===== config.mk =====
export PLATFORM = sky130hd
export DESIGN_NAME = song_player
export DESIGN_NICKNAME = d
export VERILOG_FILES = /design/src/rtl/song_player.sv
export SDC_FILE = /design/constraint.sdc
export NUM_CORES = 1
export LEC_CHECK = 0
export CAP_MARGIN = 20
export CORE_MARGIN = 4
export CORE_UTILIZATION = 35
export CTS_BUF_LIST = sky130_fd_sc_hd__clkbuf_8
export DETAILED_ROUTE_END_ITERATION = 12
export HOLD_SLACK_MARGIN = 0.1
export SYNTH_ARGS = -nofsm -noshare
export SYNTH_HDL_FRONTEND = slang
export SYNTH_SLANG_ARGS = --single-unit

===== constraint.sdc =====
create_clock -name clk -period 7.1 [get_ports clk]
set_clock_uncertainty 0.15 [all_clocks]
set_input_delay 1.065 -clock clk [delete_from_list [all_inputs] [get_ports clk]]
set_output_delay 1.065 -clock clk [all_outputs]
set_load 0.005 [all_outputs]

===== src/rtl/song_player.sv =====
// Plays a 28-note song snapshot: each note sounds NOTE_CYCLES clocks followed
// by GAP_CYCLES of silence, with pause, stop and restart control.
module song_player #(
  parameter int unsigned NOTE_CYCLES = 25_000_000,
  parameter int unsigned GAP_CYCLES  = 2_500_000
) (
  input  logic         clk,
  input  logic         rst_n,
  input  logic [111:0] song_packed,
  input  logic         start,
  input  logic         stop,
  input  logic         pause,
  output logic [3:0]   note,
  output logic [4:0]   note_idx,
  output logic         playing,
  output logic         done
);

  localparam int unsigned NUM_NOTES = 28;
  localparam int unsigned NOTE_W    = 4;
  localparam int unsigned IDX_W     = 5;
  localparam int unsigned CNT_W     = 32;
  localparam int unsigned SONG_W    = NUM_NOTES * NOTE_W;

  localparam logic [IDX_W-1:0] LAST_IDX  = IDX_W'(NUM_NOTES - 1);
  localparam logic [CNT_W-1:0] NOTE_LAST = CNT_W'(NOTE_CYCLES - 1);
  localparam logic [CNT_W-1:0] GAP_LAST  = CNT_W'(GAP_CYCLES - 1);

  typedef enum logic [2:0] {IDLE, PLAY, GAP, PAUSED, DONE} state_t;

  state_t              state;
  state_t              ret_state;
  logic [CNT_W-1:0]    cnt;
  logic [SONG_W-1:0]   snap;

  logic [IDX_W-1:0]    idx_inc_c;
  logic [NOTE_W-1:0]   note_cur_c;
  logic [NOTE_W-1:0]   note_inc_c;

  // Nibble lookups for the current and following note of the snapshot.
  always_comb begin
    idx_inc_c  = note_idx + IDX_W'(1);
    note_cur_c = snap[{note_idx, 2'b00} +: NOTE_W];
    note_inc_c = snap[{idx_inc_c, 2'b00} +: NOTE_W];
  end

  // Playback FSM; every output is a register updated alongside the state.
  always_ff @(posedge clk or negedge rst_n) begin
    if (!rst_n) begin
      state     <= IDLE;
      ret_state <= IDLE;
      cnt       <= '0;
      snap      <= '0;
      note      <= '0;
      note_idx  <= '0;
      playing   <= 1'b0;
      done      <= 1'b0;
    end else begin
      done <= 1'b0;
      if (stop) begin
        state    <= IDLE;
        cnt      <= '0;
        note     <= '0;
        note_idx <= '0;
        playing  <= 1'b0;
      end else if (start) begin
        snap     <= song_packed;
        state    <= PLAY;
        cnt      <= '0;
        note     <= song_packed[NOTE_W-1:0];
        note_idx <= '0;
        playing  <= 1'b1;
      end else begin
        unique case (state)
          IDLE: begin
            playing <= 1'b0;
          end
          PLAY: begin
            if (pause) begin
              ret_state <= PLAY;
              state     <= PAUSED;
              note      <= '0;
            end else if (cnt == NOTE_LAST) begin
              cnt <= '0;
              if (GAP_CYCLES == 0) begin
                // No gap configured: apply the end-of-gap advance directly.
                if (note_idx == LAST_IDX) begin
                  state   <= DONE;
                  note    <= '0;
                  playing <= 1'b0;
                  done    <= 1'b1;
                end else begin
                  note_idx <= idx_inc_c;
                  note     <= note_inc_c;
                end
              end else begin
                state <= GAP;
                note  <= '0;
              end
            end else begin
              cnt <= cnt + CNT_W'(1);
            end
          end
          GAP: begin
            if (pause) begin
              ret_state <= GAP;
              state     <= PAUSED;
            end else if (cnt == GAP_LAST) begin
              cnt <= '0;
              if (note_idx == LAST_IDX) begin
                state   <= DONE;
                playing <= 1'b0;
                done    <= 1'b1;
              end else begin
                state    <= PLAY;
                note_idx <= idx_inc_c;
                note     <= note_inc_c;
              end
            end else begin
              cnt <= cnt + CNT_W'(1);
            end
          end
          PAUSED: begin
            // Counter stays frozen; resume exactly where the count stopped.
            if (!pause) begin
              state <= ret_state;
              note  <= (ret_state == PLAY) ? note_cur_c : '0;
            end
          end
          DONE: begin
            state   <= IDLE;
            note    <= '0;
            playing <= 1'b0;
          end
          default: begin
            state   <= IDLE;
            note    <= '0;
            playing <= 1'b0;
          end
        endcase
      end
    end
  end

endmodule


==> results of run 1 <==
worst max-delay path, cell delays in order, from the launching register on:
cell and delay (ps):
dfrtp_2 370, buf_4 710, clkdlybuf4s50_1 670
placed cells by master (no fill, tap or decap), types with 13 or more instances in the layout:
cell | Yosys | layout
mux2i_1 | 13 | 13
and3_1 | 13 | 13
dfrtp_1 | 160 | 159
nand2_1 | 27 | 27
mux2_2 | 112 | 112
nor2_1 | 40 | 39
nand4_1 | 16 | 16
xor2_1 | 14 | 14
o21ai_0 | 13 | 13
clkdlybuf4s50_1 | 0 | 126
inv_1 | 12 | 13
clkbuf_8 | 0 | 17
mux4_2 | 56 | 56
xnor2_1 | 16 | 15
nand3_1 | 18 | 18
through the flow:
stage / setup WS (ps) / hold slack [ps] / utilization
floorplan: 4337 / 323.9 / -
global placement: 3340 / 337.2 / 0.4200
detailed placement: 3301 / 331.9 / 0.4200
CTS: 3564 / 356.7 / 0.4355
global route: 3485 / 403.8 / 0.4374
finish: 3648 / 352.7 / 0.4374
kinds of logic (layout without fill, tap and decap cells):
group,count (synthesis),count (layout),share of synthesized area
multiplexers,181,181,0.3010
AND/OR/NAND/NOR,175,175,0.1088
flip-flops,160,160,0.4544
AO/OA/AOI/OAI,87,87,0.06971
buffers and inverters,57,179,0.03351
XOR/XNOR,30,30,0.02982
adder cells (fa/ha/maj),2,2,0.002839
worst min path at each step:
stage	slack, ps	depth (start not counted)	to	start
2_1_floorplan	320	2	cnt[1]$_DFFE_PN0P_	cnt[1]$_DFFE_PN0P_
3_3_place_gp	340	1	note[3]$_DFFE_PN0P_	note[3]$_DFFE_PN0P_
3_5_place_dp	330	1	note[3]$_DFFE_PN0P_	note[3]$_DFFE_PN0P_
4_1_cts	360	1	note[3]$_DFFE_PN0P_	note[3]$_DFFE_PN0P_
5_1_grt	400	1	snap[54]$_DFFE_PN0P_	snap[54]$_DFFE_PN0P_
6_report	350	1	note[3]$_DFFE_PN0P_	note[3]$_DFFE_PN0P_
metal layers:
metal	routed length, um	vias to the layer above
li1	-	2868
met1	10200	3116
met2	10520	130
met3	873	27
met4	383	0
met5	0	-
cell usage after synthesis, types with 4 or more instances:
cell	number	area share
nor3_1	12	0.0068
xnor2_1	16	0.016
and3_1	13	0.0092
clkbuf_1	11	0.0047
buf_2	20	0.011
nand2_1	27	0.012
mux2_2	112	0.14
and2_1	5	0.0035
a221oi_1	4	0.0040
o21ai_0	13	0.0074
buf_4	9	0.0077
a22o_1	4	0.0040
mux2i_1	13	0.015
inv_1	12	0.0051
mux4_2	56	0.14
a31oi_1	12	0.0085
nor2_1	40	0.017
dfrtp_1	160	0.45
nand3_1	18	0.010
a211oi_1	9	0.0077
nand4_1	16	0.011
nor4_1	7	0.0050
xor2_1	14	0.014
nor2b_1	7	0.0050
nand2b_1	5	0.0035
o22ai_1	9	0.0064
a21oi_1	11	0.0062
final cells by class:
class | count | area, um^2 | area share
repair buffers | 135 | 1365 | 0.1272
well taps | 324 | 405.4 | 0.03778
flip-flops and latches | 160 | 4005 | 0.3732
inverters | 12 | 45.04 | 0.004197
multi-input cells | 475 | 4531 | 0.4222
clock buffers | 17 | 234.0 | 0.02180
clock inverters | 15 | 146.4 | 0.01364
registers in the layout (all words and copies together), names as in the netlist:
register / flops
snap: 112
playing: 1
cnt: 32
note: 4
note_idx: 5
state: 3
done: 1
ret_state: 2
power by group through the flow:
stage	Clock, mW	Sequential [mW]	Combinational [mW]
after global routing	0.730	1.11	0.387
after floorplan	0	1.08	0.229
final	0.668	1.09	0.358
after global placement	0	1.10	0.357
after CTS	0.696	1.09	0.362
after detailed placement	0	1.11	0.359
==> flow_summary.ini, run 1 <==
[run_status]
status = complete, no violations

[clock_network]
cts_resized = 0
cts_tree = built
clkSinkCount = 160
cts_made_buffers = 17
cts_root_buf = clkbuf_8
clk-insertion-delay-late_ps = 460
clk_pin_slew_ps = 90
htreeDepth = 4
clock_tree.buffer_depth = 2
cts.repair_timing.setup_buffer_count = 0
holdBufCountCts = 0

[cells_and_area]
nFillCells = 2331
nets = 920
num_antenna_cells = 0
final_cells = 1138
final_area_um2 = 10730
layout-area-overhead-vs-synth_pct = 21.78
final_layout_size_suffix_gt1_frac = 0.2764

[global_route]
antenna_found_initial = 0
met1_usage = 0.2229
globalRouteOverflowTotal = 0
grt_most_used_layer = met2
grt_pass1_vias = 6296
grt_max_degree = 86
grt_pass1_wl_um = 34800
met3_usage = 0.03389
grt_use_total = 0.1584
grt_use_met2 = 0.2486

[power_and_ir_drop]
power.density_nw_per_um2 = 197.2
switching_power_mw = 0.5899
pwr-share-clk = 0.316
pwr-share-comb = 0.169
peakVddDrop_mv = 0.07836
p_seq_frac = 0.515
power_mw = 2.116
switching_share = 0.2788
p_leak_nw = 4.041
p_int_mw = 1.526

[detailed_routing]
routed_wl_um = 21980
wl_per_cell_um = 19.31
ant_nets = 0
drc = 0
viasPerCell = 5.396
routed-via-count = 6141
drt_iter0_drc = 362
detailedRoute.firstPassIterationCount = 4

[sta]
worst_slew_pin_slew_ps = 1014
finalSetupViolations = 0
slew_headroom = 0.3242
slew_viol_final = 0
tns_ps = 0
period_needed_ps = 3452
rsz0062_at_grt = false
finalCritPeriodShare = 0.4862
hold_violations = 0
fmax_ghz = 0.2897

[place]
place_hpwl_um = 15710
gp_congestion = 0.8015
dp.cells = 1104
placed_area_um2 = 10300
io_buffers = 127

[setup_path]
critical_path_peak_fanout = 63
crit_start = note_idx[0]$_DFFE_PN0P_
worstReg2RegStart = cnt[14]$_DFFE_PN0P_
critical_path_class = reg -> out
cp-end-kind = output port
critPathCapture = note_idx[0]
critPathLaunchType = flip-flop
rr_endpoint = cnt[7]$_DFFE_PN0P_
arrival_ps = 2240
crit_required_ps = 5880
reg2reg_depth = 6
r2r_setup_slack_ps = 4010

[run]
drv_cap = 0

[synthesis]
ys_types = 64
synth-async-reset-ratio = 1.000
synthCells = 692
syn_nets = 811
postSynthAreaPerCell_um2 = 12.73
yosys_most_used_dff = dfrtp_1
netlist_area_um2 = 8812
synth-edff-count = 0
seq_area_frac_synth = 0.4544
ys_ff_latch = 160
yosysWarnings = 0

[die]
start_util = 0.3592
core_um2 = 24530
top_level_ports = 128
rows = 57
die_w_um = 166.7
fp.dieH_um = 166.7
die_area_um2 = 27780

[worst_hold_path]
hp-class = reg -> reg
Power figures use the tool's default switching activity.
==> run 2: changes to the inputs <==
==> constraint.sdc (replaced) <==
create_clock -name clk -period 3.4 [get_ports clk]
set_clock_uncertainty 0.15 [all_clocks]
set_input_delay 0.51 -clock clk [delete_from_list [all_inputs] [get_ports clk]]
set_output_delay 0.51 -clock clk [all_outputs]
set_load 0.005 [all_outputs]
==> flow_summary.ini, run 2 (synthesis gave the netlist of run 1 again) <==
[die]
die_area_um2 = 27780
top_level_ports = 128
rows = 57
core_um2 = 24530
die_w_um = 166.7
fp.dieH_um = 166.7
start_util = 0.3592

[cells_and_area]
largest_register = snap
largest_reg_flops = 112
nets = 933
final_cell_mix = dfrtp_1 (159), clkdlybuf4s50_1 (126), mux2_2 (112)
final_core_util = 0.4451
layout-area-overhead-vs-synth_pct = 23.91
nFillCells = 2313
reg_top3 = snap x112, cnt x32, note_idx x5
final_layout_size_suffix_gt1_frac = 0.2866
final_common_cell = dfrtp_1
num_antenna_cells = 0

[sta]
hold_violations = 0
tns_ps = 0
slew_viol_final = 0
rsz0062_at_grt = false
finalSetupViolations = 0
worst_slew_pin_slew_ps = 891.2
slew_headroom = 0.4058
period_needed_ps = 2931
finalCritPeriodShare = 0.8622
fmax_ghz = 0.3411

[detailed_routing]
wl_per_cell_um = 19.48
drt_iter0_drc = 526
ant_nets = 0
drc = 0
viasPerCell = 5.467
routed_wl_um = 22420
detailedRoute.firstPassIterationCount = 5
routed-via-count = 6293

[clock_network]
clkSinkCount = 160
htreeDepth = 4
cts_root_buf = clkbuf_8
cts_tree = built
cts_resized = 0
cts_made_buffers = 17
clock_tree.buffer_depth = 2
clk_pin_slew_ps = 90
clk-insertion-delay-late_ps = 460

[setup_path]
crit_start = note_idx[0]$_DFFE_PN0P_
critPathCapture = note[0]$_DFFE_PN0P_
crit_path_top_delay_cell = buf_4
worstPathCellList = buf_4 -> mux4_2 -> a22o_1 -> a21oi_1 -> a2111oi_0 -> a211oi_1 -> o31ai_1
critical_path_class = reg -> reg
critPathLaunchType = flip-flop
arrival_ps = 3120
crit_required_ps = 3590
critical_path_peak_fanout = 63
r2r_setup_slack_ps = 470
worstReg2RegStart = note_idx[0]$_DFFE_PN0P_
cp-end-kind = flip-flop
reg2reg_depth = 7
rr_endpoint = note[0]$_DFFE_PN0P_
max_stage_delay_ps = 700

[global_route]
grt_max_degree = 79
globalRouteOverflowTotal = 0
grt_pass1_vias = 6417
grt_use_total = 0.1628
grt_pass1_wl_um = 36050
antenna_found_initial = 0

[worst_hold_path]
hold_path.startpoint = cnt[0]$_DFFE_PN0P_
hp-class = reg -> reg

[power_and_ir_drop]
power.density_nw_per_um2 = 427.7
peakVddDrop_mv = 0.2109
p_leak_nw = 4.151

[place]
io_buffers = 127
gp_congestion = 0.8945
place_hpwl_um = 16460

[run]
drv_cap = 0

[run_status]
status = complete, no violations
run 2: cell count changes in the layout (fill, tap and decap cells not counted), moves of 2 or more:
cell	before	now
buf_12	1	3
clkinvlp_4	4	2
buf_4	6	16
bufinv_16	1	4
run 2: repair_timing:
item / in CTS / in global routing
buffers inserted: 0 / 0
endpoints found under the hold margin: 75 / 0
hold buffers: 1 / 0
setup endpoints to repair: 0 / 0
run 2: layout make-up:
type	instances	area [um^2]	area share
Multi-Input combinational cell	475	4531	0.4149
Timing Repair Buffer	148	1478	0.1353
Sequential cell	160	4005	0.3668
Clock buffer	17	234.0	0.02143
Tap cell	324	405.4	0.03713
Inverter	12	45.04	0.004125
Clock inverter	15	221.5	0.02028
run 2: routing by layer:
layer | part of all wire | track usage | vias to the layer above
met1 | 0.46 | 0.2293 | 3186
li1 | - | - | 2881
met2 | 0.47 | 0.2561 | 202
met4 | 0.018 | 0.04447 | 0
met5 | 0 | 0 | -
met3 | 0.051 | 0.03603 | 24
run 2: power breakdown:
part	leakage [nW]	internal, mW	switching, mW
logic	1.95	0.487	0.266
registers	1.97	2.11	0.192
clock network	0.226	0.824	0.790
total	4.15	3.42	1.25
run 2: metrics by stage:
stage	setup WS [ps]	hold WS [ps]	instance area, um^2	instances	total power, mW
after global routing	251.3	399.9	10920	1151	4.896
final	468.5	377.0	10920	1151	4.670
after CTS	413.6	380.3	10900	1150	4.730
after global placement	492.4	347.9	10440	1117	3.086
after detailed placement	448.5	361.9	10440	1117	3.098
after floorplan	824.6	64.41	8812	692	2.725
run 2: worst min-delay path by stage:
| stage | to | depth (start not counted) |
|---|---|---|
| after CTS | cnt[1]$_DFFE_PN0P_ | 2 |
| after floorplan | cnt[0]$_DFFE_PN0P_ | 0 |
| after global routing | cnt[4]$_DFFE_PN0P_ | 1 |
| after global placement | cnt[1]$_DFFE_PN0P_ | 2 |
| final | cnt[0]$_DFFE_PN0P_ | 1 |
| after detailed placement | cnt[1]$_DFFE_PN0P_ | 2 |
run 2: critical path, delay by kind of cell, from the launching register on:
kind / cells / cell delay [ps]
compound gates: 5 / 980
mux: 1 / 610
flops: 1 / 370
buf+inv: 1 / 700
